**src/rtl/fp_wb_pkg.sv**
```systemverilog
// rtl/fp_wb_pkg.sv - shared defaults and queue entry type for the FP writeback arbiter
package fp_wb_pkg;

    localparam int FIFO_DEPTH_DEF   = 4;
    localparam int STARVE_LIMIT_DEF = 3;

    typedef struct packed {
        logic [4:0]  rd;
        logic [31:0] data;
    } fp_wb_entry_t;

endpackage

```
**src/rtl/fp_wb_fifo.sv**
```systemverilog
// rtl/fp_wb_fifo.sv - FPU result queue with per-slot valid and destination outputs
// Ports: clk, rst (sync, active-high); push/push_entry enqueue at tail;
// pop dequeues head_entry; count is occupancy; entry_valid/entry_rd expose
// every slot so the parent can build its pending-register mask.
module fp_wb_fifo
    import fp_wb_pkg::*;
#(
    parameter int DEPTH = FIFO_DEPTH_DEF
) (
    input  logic               clk,
    input  logic               rst,
    input  logic               push,
    input  fp_wb_entry_t       push_entry,
    input  logic               pop,
    output fp_wb_entry_t       head_entry,
    output logic [2:0]         count,
    output logic [DEPTH-1:0]   entry_valid,
    output logic [DEPTH*5-1:0] entry_rd
);

    localparam int         PW      = (DEPTH > 1) ? $clog2(DEPTH) : 1;
    localparam logic [2:0] DEPTH_C = 3'(DEPTH);
    localparam logic [PW-1:0] LAST = PW'(DEPTH - 1);

    fp_wb_entry_t  mem [DEPTH];
    logic [PW-1:0] wr_ptr;
    logic [PW-1:0] rd_ptr;
    logic          do_push;
    logic          do_pop;

    // Guards make the queue safe on its own even if a caller over-drives.
    assign do_push    = push && (count < DEPTH_C);
    assign do_pop     = pop && (count != 3'd0);
    assign head_entry = mem[rd_ptr];

    always_comb begin
        entry_rd = '0;
        for (int i = 0; i < DEPTH; i++) begin
            entry_rd[i*5 +: 5] = mem[i].rd;
        end
    end

    always_ff @(posedge clk) begin
        if (rst) begin
            wr_ptr      <= '0;
            rd_ptr      <= '0;
            count       <= '0;
            entry_valid <= '0;
        end else begin
            // Push and pop never hit the same slot: push needs a free slot,
            // pop needs an occupied one.
            if (do_push) begin
                mem[wr_ptr]         <= push_entry;
                entry_valid[wr_ptr] <= 1'b1;
                wr_ptr              <= (wr_ptr == LAST) ? '0 : wr_ptr + 1'b1;
            end
            if (do_pop) begin
                entry_valid[rd_ptr] <= 1'b0;
                rd_ptr              <= (rd_ptr == LAST) ? '0 : rd_ptr + 1'b1;
            end
            case ({do_push, do_pop})
                2'b10:   count <= count + 3'd1;
                2'b01:   count <= count - 3'd1;
                default: count <= count;
            endcase
        end
    end

endmodule

```
**src/rtl/fp_wb_arbiter.sv**
```systemverilog
// rtl/fp_wb_arbiter.sv - arbitrates FPU queue and FLW load results onto one FP register write port
// Ports: clk, rst (sync, active-high); fpu_valid/fpu_ready/fpu_rd/fpu_data
// FPU result input; ld_valid/ld_ready/ld_rd/ld_data load result input;
// wb_enable_f/rd_temp_f_wb/wb_data_f registered write port; pending_mask
// marks registers with queued writes; fifo_count is queue occupancy.
module fp_wb_arbiter
    import fp_wb_pkg::*;
#(
    parameter int FIFO_DEPTH   = FIFO_DEPTH_DEF,
    parameter int STARVE_LIMIT = STARVE_LIMIT_DEF
) (
    input  logic        clk,
    input  logic        rst,
    input  logic        fpu_valid,
    output logic        fpu_ready,
    input  logic [4:0]  fpu_rd,
    input  logic [31:0] fpu_data,
    input  logic        ld_valid,
    output logic        ld_ready,
    input  logic [4:0]  ld_rd,
    input  logic [31:0] ld_data,
    output logic        wb_enable_f,
    output logic [4:0]  rd_temp_f_wb,
    output logic [31:0] wb_data_f,
    output logic [31:0] pending_mask,
    output logic [2:0]  fifo_count
);

    localparam int         SW      = (STARVE_LIMIT > 0) ? $clog2(STARVE_LIMIT + 1) : 1;
    localparam logic [SW-1:0] LIMIT_C = SW'(STARVE_LIMIT);
    localparam logic [2:0] DEPTH_C = 3'(FIFO_DEPTH);

    fp_wb_entry_t              push_entry;
    fp_wb_entry_t              head_entry;
    logic                      push;
    logic                      q_empty;
    logic                      ld_win;
    logic                      q_win;
    logic [SW-1:0]             starve_cnt;
    logic [FIFO_DEPTH-1:0]     entry_valid;
    logic [FIFO_DEPTH*5-1:0]   entry_rd;

    // Readiness uses the registered count only, so a pop in the same cycle
    // never frees space for a push.
    assign fpu_ready  = (fifo_count < DEPTH_C);
    // Writes to x0-equivalent f0 are accepted and dropped, never queued.
    assign push       = fpu_valid && fpu_ready && (fpu_rd != 5'd0);
    assign push_entry = '{rd: fpu_rd, data: fpu_data};
    assign q_empty    = (fifo_count == 3'd0);

    // Loads normally win; after STARVE_LIMIT consecutive wins over a
    // non-empty queue the head is forced through.
    assign ld_win   = ld_valid && (starve_cnt < LIMIT_C);
    assign q_win    = !q_empty && !ld_win;
    assign ld_ready = ld_win;

    fp_wb_fifo #(
        .DEPTH (FIFO_DEPTH)
    ) u_fifo (
        .clk         (clk),
        .rst         (rst),
        .push        (push),
        .push_entry  (push_entry),
        .pop         (q_win),
        .head_entry  (head_entry),
        .count       (fifo_count),
        .entry_valid (entry_valid),
        .entry_rd    (entry_rd)
    );

    // OR of all live slots, so duplicate destinations stay pending until
    // the last one drains.
    always_comb begin
        pending_mask = '0;
        for (int i = 0; i < FIFO_DEPTH; i++) begin
            if (entry_valid[i]) begin
                pending_mask[entry_rd[i*5 +: 5]] = 1'b1;
            end
        end
    end

    always_ff @(posedge clk) begin
        if (rst) begin
            starve_cnt <= '0;
        end else if (q_empty || q_win) begin
            starve_cnt <= '0;
        end else if (ld_win) begin
            starve_cnt <= starve_cnt + 1'b1;
        end
    end

    always_ff @(posedge clk) begin
        if (rst) begin
            wb_enable_f  <= 1'b0;
            rd_temp_f_wb <= '0;
            wb_data_f    <= '0;
        end else if (ld_win) begin
            wb_enable_f <= (ld_rd != 5'd0);
            if (ld_rd != 5'd0) begin
                rd_temp_f_wb <= ld_rd;
                wb_data_f    <= ld_data;
            end
        end else if (q_win) begin
            wb_enable_f  <= 1'b1;
            rd_temp_f_wb <= head_entry.rd;
            wb_data_f    <= head_entry.data;
        end else begin
            wb_enable_f <= 1'b0;
        end
    end

endmodule

```
**config.mk**
```make
export PLATFORM = sky130hd
export DESIGN_NAME = fp_wb_arbiter
export DESIGN_NICKNAME = d
export VERILOG_FILES = /design/src/rtl/fp_wb_pkg.sv /design/src/rtl/fp_wb_fifo.sv /design/src/rtl/fp_wb_arbiter.sv
export SDC_FILE = /design/constraint.sdc
export NUM_CORES = 1
export LEC_CHECK = 0
export BUFFER_PORTS_ARGS = -buffer_cell sky130_fd_sc_hd__buf_2
export CAP_MARGIN = 30
export CORE_ASPECT_RATIO = 0.5
export CORE_MARGIN = 2
export CORE_UTILIZATION = 44
export DETAILED_ROUTE_END_ITERATION = 6
export PLACE_DENSITY = 0.67
export SLEW_MARGIN = 10
export SYNTH_ARGS = -nofsm -noshare
export SYNTH_HDL_FRONTEND = slang
export SYNTH_SLANG_ARGS = --single-unit
export TNS_END_PERCENT = 20
```
**constraint.sdc**
```tcl
create_clock -name clk -period 3.4 [get_ports clk]
set_input_delay 0.51 -clock clk [delete_from_list [all_inputs] [get_ports clk]]
set_output_delay 0.51 -clock clk [all_outputs]
set_load 0.02 [all_outputs]
```
# Yosys cells after proc, flatten, opt, wreduce, memory -nomap -nowiden

Memories as Yosys holds them, arrays and structs flattened. A register that Yosys moved wholly into a read port is not among the register bits.
Cells that the tools add are included.

Bits in writable memories: 148
Word-level logic and storage cells: 97
Register bits: 51
Memories kept: 1

Reductions and logical operators: 23
Muxes and demuxes: 35
Bitwise gates (word level): 6
Order comparisons: 14
Add/sub/neg operators: 5
Eq/ne operators: 5

Memories:

| name       | words | width | read ports | clocked after Yosys merged registers in | write ports | RTL line         | text |
|---|---|---|---|---|---|---|---|
| u_fifo.mem | 4     | 37    | 5          | 1                                       | 1           | fp_wb_fifo.sv:25 | `fp_wb_entry_t mem [DEPTH];` |

Operators with widths:

| operator              | count |
|---|---|
| $mux W32              | 7 |
| $or A32 B32 Y32       | 3 |
| $lt A5 B6 Y1 const B  | 4 |
| $demux W1 S5          | 4 |
| $ge A5 B1 Y1 const B  | 4 |
| $mux W5               | 3 |
| $logic_and A1 B1 Y1   | 12 |
| $mux W4               | 3 |
| $mux W1               | 11 |
| $reduce_bool A5 Y1    | 2 |
| $mux W2               | 4 |
| $add A2 B1 Y2 const B | 3 |
| $eq A2 B2 Y1 const B  | 3 |
| $lt A2 B3 Y1 const B  | 2 |
| $pmux W3 S2           | 1 |
| $and A4 B4 Y4         | 1 |
| $demux W1 S2          | 2 |
| $ge A2 B1 Y1 const B  | 2 |
| $not A4 Y4            | 1 |
| $or A4 B4 Y4          | 1 |
| $reduce_bool A2 Y1    | 2 |
| $add A3 B1 Y3 const B | 1 |
| $logic_not A3 Y1      | 1 |
| $lt A3 B3 Y1 const B  | 1 |
| 9 further kinds       | 10 |

# Longest topological paths before layout

Gate-level depths: netlist (run 1).

Word-level depth: 11
Gate-level depth with buffers: 11
Mapped depth without buffers: 10

# Modules after synthesis

A second synthesis (run 1) with hierarchy kept.

Cell total of the unflattened synthesis: 653
Area total of the unflattened synthesis: 8988.6 µm²

Modules (own cells, without submodules):

| module        | times used | sequential area each (µm²) | cells an instance | area an instance (µm²) |
|---|---|---|---|---|
| fp_wb_fifo    | 1          | 4704.5                     | 282               | 6185.9 |
| fp_wb_arbiter | 1          | 800.8                      | 371               | 2802.7 |

# Worst setup path after synthesis (run 1)

Ideal clock, no wire load.

Kind: input-to-reg
Start point: input fpu_rd[0]
End point: register u_fifo.count[2]
Path slack: 0.841 ns
Setup time: 0.070 ns
Path buffers: 0
Required time: 3.330 ns
Stages: 9
Arrival time: 2.488 ns
Cells stage by stage: or4_1 -> o21a_1 -> inv_2 -> ha_1 -> inv_1 -> fa_1 -> xor2_1 -> or3_1 -> a21oi_1

Longest elaborated chain between the ends: 5

Ends and longest elaborated chain:

| item                                                     | RTL line            | text |
|---|---|---|
| start: declaration                                       | fp_wb_arbiter.sv:16 | `input logic [4:0] fpu_rd,` |
| $reduce_bool A5 Y1 (*)                                   | fp_wb_arbiter.sv:47 | `assign push = fpu_valid && fpu_ready && (fpu_rd != 5'd0);` |
| $logic_and A1 B1 Y1 (*)                                  | fp_wb_arbiter.sv:47 |  |
| $logic_and A1 B1 Y1 (*)                                  | fp_wb_fifo.sv:32    | `assign do_push = push && (count < DEPTH_C);` |
| $eq A2 B1 Y1 / $eq A2 B2 Y1 (equally long branches)      | fp_wb_fifo.sv:61    | `case ({do_push, do_pop})` |
| $pmux W3 S2 / $reduce_bool A2 Y1 (equally long branches) | -                   |  |
| end signal: assignment                                   | fp_wb_fifo.sv:62    | `2'b10: count <= count + 3'd1;` |
| end signal: assignment                                   | fp_wb_fifo.sv:63    | `2'b01: count <= count - 3'd1;` |
| end signal: assignment                                   | fp_wb_fifo.sv:64    | `default: count <= count;` |
| end: declaration                                         | fp_wb_fifo.sv:16    | `output logic [2:0] count,` |

Every way passes the cells marked *; elsewhere a longest branch is shown, timed or not.
A chain may end at the register's enable or synchronous reset.

==> results.toml, run 1 <==
[status]
status = "finished clean"

[global_route]
busiest_layer = "met2"
antenna_found_initial = 1
grt_pass1_vias = 6281
grt_use_met2_pct = 34.4
grt_overflow = 0
grt_usage_pct = 20.6
met1_usage_pct = 27.9
grt_max_degree = 78
grt_use_met3_pct = 3.18
grt_pass1_wl_mm = 34.6

[synthesis]
synth_edf_count = 148
synthArstFlopShare_pct = 0
synth_cell_types = 46
synth_warnings = 0
synthCells = 703
synth-main-ff-cell = "edfxtp_1"
synth_seq_cells = 201
syn_avg_cell_area_um2 = 12.8
syn_nets = 792
ys_seq_area_share_pct = 61.1
synth_area_um2 = 9010

[floorplan]
design.die.area_um2 = 21700
start_util_pct = 45.6
ios = 153
die_height_um = 105
die_x_um = 206
core_um2 = 19800
row_count = 36

[final_layout]
finalNonFillerCells = 1114
final_area_um2 = 10600
mostFrequentLayoutCell = "buf_2"
num-fill-cells = 1668
drive_gt1_share_pct = 29.4
final_cell_mix = "buf_2, edfxtp_1, nor2_1, dfxtp_1, nor3_1"
synthToLayoutAreaGrowth_pct = 18.0
layout.nets = 923
diodes = 0

[drt]
drtIter0Drc = 530
wl_per_cell_um = 20.3
route.detailed.drc = 0
wirelength_mm = 22.6
vias_per_cell = 5.89
vias = 6556
final_antenna_net_count = 0
first_pass_iters = 5

[timing]
rsz0062_at_grt = "no"
final-setup-viol-count = 0
drv_slew = 0
max_freq_mhz = 356
fin_worst_skew_ns = 0.00725
finalHoldViolations = 0
slew_headroom_pct = 41.9
setup_ws_ns = 0.591
worstMarginPinSlew_ns = 0.868
fin_tns_setup_ns = 0
fin_crit_sh_pct = 82.6
fin_crit_ns = 2.81

[critical_path]
cp-start-kind = "flop"
rrSetupSlack_ns = 0.98
worstPathMaxFanout = 8
cp-end-kind = "output pin"
path_class = "flop to output pin"
arrival_ns = 2.30
cp.required_ns = 2.89

[place]
dp_hpwl_mm = 14.9
place_ws_ns = 0.531
dpl_cell_area_um2 = 9960
gp_congestion = 0.929
port-buffer-count = 152
placed_cells = 1076

[cts]
h-tree-depth = 1
cts-root-buf = "clkbuf_16"
cts_tree = "yes"
clk_pin_slew_worst_paths_ns = 0.06
clockBufferDepth = 3
cts.repair.resized = 0
cts-buffers-inserted = 20
cts_hold_buf = 0
postCtsSetupRepairBufs = 0
clock_sinks = 201
clk-insertion-delay-late_ns = 0.48

[power_and_ir_drop]
comb_power_share_pct = 22.5
p_sw_w = 0.00201
cellLeakagePower_nw = 3.79
p_int_w = 0.00469
power_w = 0.00670
p_per_area_nw_per_um2 = 630
pwr-share-seq_pct = 46.1
p_clk_share_pct = 31.3
swShare_pct = 30.1
irDropWorstVdd_mv = 0.305

[flow_run]
cap_violations = 0

[min_path]
hold_path_class = "input port to flop"
-- stage by stage --
stage / utilization [%] / hold WS, ns
2_1_floorplan: - / 0.406
3_3_place_gp: 50.2 / 0.411
3_5_place_dp: 50.4 / 0.430
4_1_cts: 53.6 / 0.231
5_1_grt: 53.8 / 0.234
6_report: 53.8 / 0.245
-- synth_stat cells (all sizes together) (6+ instances only) --
master / number / area (µm²)
nand3b: 13 / 97.6
clkbuf: 31 / 116
and3: 6 / 37.5
mux2i: 37 / 370
mux2: 37 / 417
nand3: 6 / 30.0
or3b: 8 / 70.1
ha: 10 / 125
nor2: 59 / 221
o22ai: 12 / 75.1
and3b: 7 / 61.3
a221o: 11 / 110
a221oi: 37 / 324
and2: 6 / 37.5
a22oi: 14 / 110
o221ai: 14 / 123
nor3b: 9 / 72.6
a211oi: 41 / 308
nor3: 43 / 226
inv: 11 / 41.3
edfxtp: 148 / 4440
buf: 25 / 145
nand2: 20 / 75.1
dfxtp: 53 / 1060
a21oi: 15 / 75.1
-- power groups by stage --
stage / clock [W] / combinational (W) / sequential, W
detailed placement: 0 / 0.00150 / 0.00314
global route: 0.00223 / 0.00167 / 0.00312
CTS: 0.00213 / 0.00151 / 0.00309
global placement: 0 / 0.00147 / 0.00313
floorplan: 0 / 0.000914 / 0.00326
finish: 0.00210 / 0.00151 / 0.00309
-- kinds of logic (layout without fill, tap and decap cells) --
kind of cell               count (synthesis)  after routing  share of synthesized area (%)
xor gates and xnor gates                   2              2                          0.194
buffers and inverters                     67            212                           3.36
muxes                                     74             74                           8.74
and+or+nand+nor                          191            191                           11.4
AOI/OAI and AO/OA                        157            157                           13.5
adders and majority gates                 11             11                           1.61
DFF                                      201            201                           61.1
-- state kept, by name, indices dropped and copies added, names as in the netlist, named ones only --
signal	cells
rd_temp_f_wb	5
u_fifo.mem	148
u_fifo.wr_ptr	2
u_fifo.entry_valid	4
starve_cnt	2
wb_enable_f	1
u_fifo.count	3
wb_data_f	32
u_fifo.rd_ptr	2
-- final timing paths --
path                                         from                 to  depth (start not counted)
worst max register to register      starve_cnt[0]    u_fifo.count[2]                         10
worst min register to register      starve_cnt[0]      starve_cnt[0]                          1
worst max-delay path            u_fifo.mem[1][32]    pending_mask[8]                          4
worst min-delay path                 fpu_data[21]  u_fifo.mem[1][21]                          1
-- cell type report --
| cell class | instances | area (µm²) | share of cell area, % |
|---|---|---|---|
| multi-input combinational | 435 | 3210 | 30.1 |
| clock buffer | 26 | 554 | 5.21 |
| tap | 266 | 333 | 3.13 |
| sequential | 201 | 5510 | 51.8 |
| timing repair buffer | 165 | 916 | 8.61 |
| inverter | 11 | 41.3 | 0.388 |
| clock inverter | 10 | 75.1 | 0.706 |
-- critical path, cell delays in order (launching register included) --
cell,delay (ns)
edfxtp_1,0.50
nor3b_2,0.75
a22oi_1,0.22
o221ai_1,0.15
buf_2,0.21
-- metal layers --
metal | share of wire, % | up-vias | routed length [µm]
met3 | 6.4 | 47 | 1450
met1 | 44 | 3206 | 9890
met5 | 0.031 | - | 7
li1 | - | 3038 | -
met4 | 2.0 | 2 | 443
met2 | 48 | 263 | 10800
(Power assumes the default switching activity.)
==> run 2: changes to the inputs <==
==> constraint.sdc (replaced) <==
create_clock -name clk -period 2.6 [get_ports clk]
set_input_delay 0.39 -clock clk [delete_from_list [all_inputs] [get_ports clk]]
set_output_delay 0.39 -clock clk [all_outputs]
set_load 0.02 [all_outputs]
==> run 2 against run 1 <==
- combinational power is 34% higher
- global-route usage is 0.30 points higher
- via count decreased by 0.18%
- count of clock-buffer cells in the layout stayed put
- first-iteration DRC count grew 12%
- wire length is 1.8% higher
- die area unchanged
- non-clock buffer count increased by 13
- highest routed layer unchanged
==> results.toml, run 2 (synthesized netlist as in run 1, its figures left out) <==
[global_route]
grt_pass1_vias = 6380
grt_overflow = 0
grt_max_degree = 78
grt_pass1_wl_mm = 35.0
grt_usage_pct = 20.9
antenna_found_initial = 2

[power_and_ir_drop]
swShare_pct = 29.0
pwr-share-seq_pct = 44.2
p_sw_w = 0.00265
irDropWorstVdd_mv = 0.452
cellLeakagePower_nw = 3.92
comb_power_share_pct = 22.2
p_int_w = 0.00650
p_per_area_nw_per_um2 = 842
p_clk_share_pct = 33.6

[critical_path]
cp-start-kind = "flop"
cp.required_ns = 2.21
cp-end-kind = "output pin"
arrival_ns = 2.14
max_stage_delay_ns = 0.58
worstPathMaxFanout = 11
crit_slowest_cell = "or3b_2"
crit_chain = "or3b_2 -> o22ai_1 -> a221o_1 -> buf_2"
path_class = "flop to output pin"

[drt]
vias_per_cell = 5.80
drtIter0Drc = 593
vias = 6544
route.detailed.drc = 0
first_pass_iters = 5
wl_per_cell_um = 20.4
wirelength_mm = 23.0
final_antenna_net_count = 0

[cts]
cts-root-buf = "clkbuf_16"
clk_pin_slew_worst_paths_ns = 0.06
clock_sinks = 201
h-tree-depth = 1
clockBufferDepth = 3
postCtsSetupRepairBufs = 0
clk-insertion-delay-late_ns = 0.49
cts_tree = "yes"
cts-buffers-inserted = 20

[timing]
worstMarginPinSlew_ns = 0.635
hold-worst-slack_ns = 0.116
drv_slew = 0
fin_worst_skew_ns = 0.0104
fin_crit_ns = 2.53
finalHoldViolations = 0
fin_crit_sh_pct = 97.1
rsz0062_at_grt = "no"
final-setup-viol-count = 0
fin_tns_setup_ns = 0
max_freq_mhz = 396
slew_headroom_pct = 57.7

[status]
status = "finished clean"

[floorplan]
die_height_um = 105
design.die.area_um2 = 21700
row_count = 36
start_util_pct = 45.6
core_um2 = 19800
ios = 153
die_x_um = 206

[min_path]
hold_path_class = "input port to flop"

[final_layout]
post-route-util_pct = 54.9
mostFrequentLayoutCell = "buf_2"
drive_gt1_share_pct = 31.0
largest_reg_flops = 148
top_register = "u_fifo.mem"
layout.nets = 936
finalNonFillerCells = 1129
synthToLayoutAreaGrowth_pct = 20.5
final_area_um2 = 10900
top_regs = "u_fifo.mem: 148 flops, wb_data_f: 32 flops, rd_temp_f_wb: 5 flops"
final_cell_mix = "buf_2, edfxtp_1, nor2_1, dfxtp_1, nor3_1"

[place]
port-buffer-count = 152
dp_hpwl_mm = 15.0
placed_cells = 1091
dpl_cell_area_um2 = 10100
gp_congestion = 0.948

[flow_run]
cap_violations = 0
==> run 2: changes by cell type in the layout (fill, tap and decap cells not counted), sizes merged <==
cell / change
bufinv: +3
diode: +2
clkinv: -1
buf: +13
clkinvlp: -2
==> run 2: area by class of cell <==
class                   count  area [µm²]
fillers                  1616        8910
flip-flops and latches    201        5510
multi-input cells         435        3220
repair buffers            178        1040
clock buffers              26         564
well taps                 266         333
clock inverters            10         148
inverters                  11        41.3
diodes                      2        5.00
==> run 2: what timing repair did <==
action                                 in CTS  in global routing
endpoints found under the hold margin       0                  0
setup endpoints to repair                   0                  6
hold buffers                                0                  0
gates resized for setup                     0                  3
==> run 2: worst max-delay path: cells and delay by family, from the launching register on <==
family          cells  cell delay (ns)
simple gates        1             0.58
flops               1             0.55
compound gates      2             0.35
buf+inv             1             0.17
==> run 2: final timing paths <==
check	slack, ns	to	startpoint	cells past startpoint
hold / removal	0.12	u_fifo.mem[0][14]	fpu_data[14]	1
setup reg to reg	0.48	u_fifo.count[2]	starve_cnt[0]	10
hold reg to reg	0.43	starve_cnt[0]	starve_cnt[0]	1
setup / recovery	0.07	pending_mask[9]	u_fifo.mem[2][36]	4
==> run 2: power groups by stage <==
stage	Sequential, W	Combinational, W	Clock (W)
finish	0.00404	0.00203	0.00308
global route	0.00408	0.00222	0.00326
CTS	0.00404	0.00205	0.00313
detailed placement	0.00410	0.00204	0
global placement	0.00409	0.00201	0
floorplan	0.00426	0.00120	0
==> run 2: per-layer routing <==
layer  up-vias  global-route usage (%)  share of wire [%]
met2       231                    34.9                 49
met5         -                       0              0.030
li1       3065                       -                  -
met1      3194                    27.8                 43
met3        52                    3.49                6.1
met4         2                    6.43                2.6
==> run 2: through the flow <==
| stage | setup WS [ns] | power (W) |
|---|---|---|
| floorplan | 0.161 | 0.00546 |
| global placement | -0.0132 | 0.00610 |
| detailed placement | -0.0216 | 0.00614 |
| CTS | 0.00663 | 0.00921 |
| global route | 0.0182 | 0.00956 |
| finish | 0.0748 | 0.00915 |
